File: config.mk
export PLATFORM = sky130hd
export DESIGN_NAME = pipelined_alu
export DESIGN_NICKNAME = d
export VERILOG_FILES = /design/src/rtl/pipelined_alu.sv
export SDC_FILE = /design/constraint.sdc
export NUM_CORES = 2
export LEC_CHECK = 0
export CORE_MARGIN = 2
export CORE_UTILIZATION = 40
export CTS_BUF_LIST = sky130_fd_sc_hd__clkbuf_4 sky130_fd_sc_hd__clkbuf_8
export CTS_CLUSTER_DIAMETER = 120
export DETAILED_ROUTE_END_ITERATION = 10
export PLACE_DENSITY = 0.53
export SLEW_MARGIN = 10
export SYNTH_ARGS = -nofsm -noshare
export SYNTH_HDL_FRONTEND = slang
export SYNTH_SLANG_ARGS = --single-unit
File: constraint.sdc
create_clock -name clk -period 29.8 [get_ports clk]
set_clock_uncertainty 0.15 [all_clocks]
set_input_delay 7.45 -clock clk [delete_from_list [all_inputs] [get_ports clk]]
set_output_delay 7.45 -clock clk [all_outputs]
set_load 0.05 [all_outputs]
File: src/rtl/pipelined_alu.sv
// Pipelined integer ALU: evaluation in stage 0, then LATENCY-1 pure delay stages,
// with valid/ready handshakes on both sides and a tag that travels with each operation.
module pipelined_alu #(
   parameter int WIDTH   = 32,
   parameter int LATENCY = 2,
   parameter int TAG_W   = 8
) (
   input  logic             clk,
   input  logic             reset,
   input  logic             in_valid,
   output logic             in_ready,
   input  logic [WIDTH-1:0] op_a,
   input  logic [WIDTH-1:0] op_b,
   input  logic [3:0]       opcode,
   input  logic [TAG_W-1:0] in_tag,
   output logic             out_valid,
   input  logic             out_ready,
   output logic [WIDTH-1:0] result,
   output logic [TAG_W-1:0] out_tag,
   output logic             flag_z,
   output logic             flag_c,
   output logic             flag_v,
   output logic             err,
   output logic             busy
);

   localparam int SHW = $clog2(WIDTH);
   localparam int DW  = WIDTH + TAG_W + 4;

   typedef enum logic [3:0] {
      OP_ADD  = 4'd0,
      OP_SUB  = 4'd1,
      OP_AND  = 4'd2,
      OP_OR   = 4'd3,
      OP_XOR  = 4'd4,
      OP_SHL  = 4'd5,
      OP_SHR  = 4'd6,
      OP_SRA  = 4'd7,
      OP_SLT  = 4'd8,
      OP_SLTU = 4'd9,
      OP_MUL  = 4'd10
   } op_t;

   logic [LATENCY-1:0] valid_q;
   logic [DW-1:0]      data_q [LATENCY];
   logic [LATENCY-1:0] free;

   logic [WIDTH-1:0] alu_res;
   logic             alu_c;
   logic             alu_v;
   logic             alu_err;
   logic [SHW-1:0]   shamt;
   logic [WIDTH:0]   sum_ext;
   logic [WIDTH:0]   diff_ext;

   assign shamt    = op_b[SHW-1:0];
   assign sum_ext  = {1'b0, op_a} + {1'b0, op_b};
   assign diff_ext = {1'b0, op_a} - {1'b0, op_b};

   // The extra top bit of diff_ext is the unsigned borrow (A < B).
   always_comb begin
      alu_res = '0;
      alu_c   = 1'b0;
      alu_v   = 1'b0;
      alu_err = 1'b0;
      case (opcode)
         OP_ADD: begin
            alu_res = sum_ext[WIDTH-1:0];
            alu_c   = sum_ext[WIDTH];
            alu_v   = (op_a[WIDTH-1] == op_b[WIDTH-1]) && (sum_ext[WIDTH-1] != op_a[WIDTH-1]);
         end
         OP_SUB: begin
            alu_res = diff_ext[WIDTH-1:0];
            alu_c   = diff_ext[WIDTH];
            alu_v   = (op_a[WIDTH-1] != op_b[WIDTH-1]) && (diff_ext[WIDTH-1] != op_a[WIDTH-1]);
         end
         OP_AND:  alu_res = op_a & op_b;
         OP_OR:   alu_res = op_a | op_b;
         OP_XOR:  alu_res = op_a ^ op_b;
         OP_SHL:  alu_res = op_a << shamt;
         OP_SHR:  alu_res = op_a >> shamt;
         OP_SRA:  alu_res = $signed(op_a) >>> shamt;
         OP_SLT:  alu_res = {{(WIDTH-1){1'b0}}, ($signed(op_a) < $signed(op_b))};
         OP_SLTU: alu_res = {{(WIDTH-1){1'b0}}, (op_a < op_b)};
         OP_MUL:  alu_res = op_a * op_b;
         default: alu_err = 1'b1;
      endcase
   end

   // A stage can take new content unless it and every stage after it are full and
   // the consumer is stalling; this collapses internal bubbles.
   always_comb begin
      logic full_chain;
      full_chain = !out_ready;
      free       = '0;
      for (int k = LATENCY - 1; k >= 0; k--) begin
         full_chain = full_chain & valid_q[k];
         free[k]    = !full_chain;
      end
   end

   always_ff @(posedge clk) begin
      if (!reset) begin
         valid_q <= '0;
         for (int k = 0; k < LATENCY; k++) begin
            data_q[k] <= '0;
         end
      end else begin
         if (free[0]) begin
            valid_q[0] <= in_valid;
            if (in_valid) begin
               data_q[0] <= {alu_res, in_tag, (alu_res == '0), alu_c, alu_v, alu_err};
            end
         end
         for (int k = 1; k < LATENCY; k++) begin
            if (free[k]) begin
               valid_q[k] <= valid_q[k-1];
               if (valid_q[k-1]) begin
                  data_q[k] <= data_q[k-1];
               end
            end
         end
      end
   end

   assign in_ready  = free[0];
   assign out_valid = valid_q[LATENCY-1];
   assign busy      = |valid_q;
   assign {result, out_tag, flag_z, flag_c, flag_v, err} = data_q[LATENCY-1];

endmodule

### Yosys cells after proc, flatten, opt, wreduce, memory -nomap -nowiden

Memory sizes are Yosys's and may differ from the RTL's.
Cells that the tools add are included.

* input port bits: 80
* memories: 1
* output and inout port bits: 47
* ROM bits: 0
* word-level logic and storage cells: 55
* bits in writable memories: 88
* register bits: 2
* latch bits: 0

* equal/unequal tests: 14
* shift operators: 3
* bitwise gates (word level): 7
* div/mod/pow operators: 0
* muxes and demuxes: 15
* $mul: 1
* add/subtract/negate cells: 2
* order comparisons: 2
* reduce and logical (&&, ||, !) cells: 8

Memories
* data_q: words 2, bits a word 44, rd ports 2, clocked after Yosys merged registers in 0, write ports 2, RTL line 45 `logic [DW-1:0] data_q [LATENCY];`

Operator list (count)
* $pmux 32 s11: 1
* $mux 44: 2
* $lt 32x32->1: 2
* $add 32x32->33: 1
* $sub 32x32->33: 1
* $and 32x32->32: 1
* $logic_not 32->1: 1
* $mul 32x32->32: 1
* $or 32x32->32: 1
* $shl 32x5->32: 1
* $shr 32x5->32: 1
* $sshr 32x5->32: 1
* $xor 32x32->32: 1
* $eq 4x3->1 const B: 4
* $eq 4x4->1 const B: 3
* $reduce_or 11->1: 1
* $mux 1: 10
* $eq 4x2->1 const B: 2
* $eq 4x1->1 const B: 1
* $logic_not 4->1: 1
* $pmux 1 s2: 2
* $ne 1x1->1: 3
* $and 1x1->1: 2
* $logic_and 1x1->1: 2
* other kinds (4): 6

### Logic depth before layout (Yosys ltp)

* word-level depth: 7
* mapped depth: 32
* gate-level depth less buffers: 29

### Worst setup path after synthesis

OpenSTA, ideal clock, no wires.

* path type: input to register
* start: input op_b[2]
* end: memory data_q[0][43] (netlist name) (data pin)
* buffers on the path: 4
* required time: 29.395 ns
* stages on the path: 30
* arrival time: 15.694 ns
* path slack: 13.701 ns
* library setup time: 0.255 ns
* cell sequence: inv_2 -> buf_1 -> clkbuf_1 -> clkbuf_1 -> buf_1 -> nor2_1 -> fa_1 -> inv_1 -> fa_1 -> fa_1 -> fa_1 -> inv_1 -> fa_1 -> inv_1 -> fa_1 -> inv_1 -> fa_1 -> fa_1 -> ha_1 -> a21oi_1 -> o21ai_0 -> o311ai_0 -> a31oi_1 -> a211oi_1 -> o21ai_0 -> a21oi_1 -> xnor2_1 -> nor2_1 -> a2111o_1 -> and2_1

RTL lines
* from (decl): RTL line 13 `input logic [WIDTH-1:0] op_b,`
* to (decl): RTL line 45

==> reports/qor.yml <==
core_area_um2: 70100
worst_slack_ns: 12.38
track_usage_pct: 37.7
clock.fmax_mhz: 57.4
cts_sinks: 90
worst-path-buf-inv: 9
die-area_um2: 73000
place_congestion: 1.04
rows: 97
rsz0062_at_grt: "false"
avgSynthCellArea_um2: 8.36
cts_setup_buffers: 0
viasPerCell: 6.33
num_vias: 27300
ys_ff_latch: 90
clockBufferDepth: 2
critPathArrivalTime_ns: 17.49
post_cts_resized: 0
critPathMaxStageDelay_ns: 0.89
fin_crit_sh_pct: 58.5
cts_max_level: 3
drt_wl_total_um: 138000
slew_viol_final: 0
relSlewSlack_pct: 3.29
crit_type: "in2reg"
grt_max_degree: 65
dpl_cell_area_um2: 30300
setup_viol: 0
synthCells: 3393
cp.required_ns: 29.87
clkTransAtPathRegs_ns: 0.10
synth_top_flop_cell: "edfxtp_1"
cts_hold_buf: 0
die_x_um: 270
cts_buffers: 9
hold-worst-slack_ns: 0.371
syn_nets: 4103
dr.pass1.iters: 6
crit_path_max_fanout: 19
async_reset_ff_share_pct: 0
end_kind: "register"
num-nets-final: 4071
post-route-min-period_ns: 17.42
dp_hpwl_um: 108000
grt_pass1_vias: 27700
route.detailed.drc: 0
final-hold-violation-count: 0
cts_tree: "done"
design_area_um2: 30500
netlist_area_um2: 28400
grt_pass1_wl_um: 200000
critPathTopFamily: "adder cells"
synth_edf_count: 88
worst_pin_slew_ns: 1.41
pre_cts_ws_ns: 12.27
cap_viol_max_count: 0
synth_cell_types: 86
final_antenna_net_count: 0
status: "finished, final reports clean"
cpMostUsedCell: "fa_1"
overflow: 0
clkLatencyLatePin_ns: 0.38
initial_utilization_pct: 40.4
area_growth_syn_to_layout_pct: 7.44
yosys_warnings: 0
antenna_found_initial: 2
pin_count: 127
antennaDiodeCount: 0
finalSetupTns_ns: 0
root_buffer: "clkbuf_8"
drt_iter0_drc: 3051
cpMaxStageDelayCell: "clkinv_1"
hp-class: "reg2reg"
wl_per_cell_um: 32.2
port_buffers: 126
die_h_um: 270
drive_gt1_share_pct: 6.03
seq_area_frac_synth_pct: 9.46
fillCellCount: 7189
cp-start-kind: "input port"
## flip-flops by register name, indices dropped and copies added, names as in the netlist
| register | flops |
|---|---|
| data_q | 88 |
| valid_q | 2 |
## stage by stage
step,util (%),std cells
6_report,43.4,4306
5_1_grt,43.4,4306
4_1_cts,43.4,4306
3_5_place_dp,43.2,4290
3_3_place_gp,43.2,4290
2_1_floorplan,-,3393
## layer usage
metal,track usage (%),vias to the layer above,part of all wire (%),wire length [µm]
met2,57.2,1877,43,59900
met3,7.04,397,9.6,13300
li1,-,11200,-,-
met1,50.3,13800,40,55400
met5,0,-,0.019,26
met4,22.2,4,7.1,9780
## worst paths after layout
check	start	end	slack, ns	cells after the start
setup / recovery	op_a[5]	data_q[0][3]	12.38	30
hold / removal	data_q[0][14]	data_q[0][58]	0.37	1
setup reg to reg	valid_q[0]	data_q[0][3]	25.51	11
hold reg to reg	data_q[0][14]	data_q[0][58]	0.37	1
## area by class of cell
class | count | area (µm²) | share of cell area (%)
multi-input combinational | 2568 | 22800 | 74.7
sequential | 90 | 2680 | 8.81
inverter | 489 | 1840 | 6.03
timing repair buffer | 203 | 1810 | 5.96
tap | 940 | 1180 | 3.86
clock buffer | 9 | 124 | 0.407
clock inverter | 7 | 62.6 | 0.205
## synth_stat cells, drive strengths merged, types with 15 or more instances
master	count	area [µm²]
clkbuf	154	578
xor2	17	149
nand2b	24	150
o21ai	93	465
nor2	461	1730
a221oi	16	140
inv	477	1790
a211oi	35	263
o22ai	23	144
xnor2	80	701
mux2i	48	480
o31ai	20	155
mux2	17	195
nand2	352	1320
o211ai	38	285
a22oi	16	120
buf	92	527
and2	79	494
o221ai	23	201
a21oi	128	641
nand4	15	93.8
mux4	46	1040
a21o	22	165
nor4	18	119
o21bai	17	128
nor2b	25	156
ha	220	2750
edfxtp	88	2640
nor3	47	235
fa	410	8210
o21a	19	143
nand3	34	170
a31oi	24	150
## kinds of logic after synthesis
family,after synthesis,share of synthesized area [%]
AOI/OAI and AO/OA,599,14.7
buffers and inverters,735,10.4
xor gates and xnor gates,97,3.00
and+or+nand+nor,1131,17.7
DFF,90,9.46
muxes,111,6.05
adders and majority gates,630,38.7
## layout by cell type, fill, tap and decap left out, drive strengths merged, types with 20 or more instances in the layout
cell,Yosys,final
nand3,34,34
nor3,47,47
o31ai,20,20
nor2,461,461
mux2i,48,48
o221ai,23,23
a21oi,128,128
o22ai,23,23
inv,477,480
nand2,352,352
edfxtp,88,88
buf,92,83
nor2b,25,25
and2,79,79
o21ai,93,93
a211oi,35,35
a21o,22,22
clkdlybuf4s50,0,120
o211ai,38,38
nand2b,24,24
ha,220,220
xnor2,80,80
a31oi,24,24
mux4,46,46
fa,410,410
Power is not shown: default switching activity piles up to over one toggle a cycle in this logic, so the estimate is an artifact.
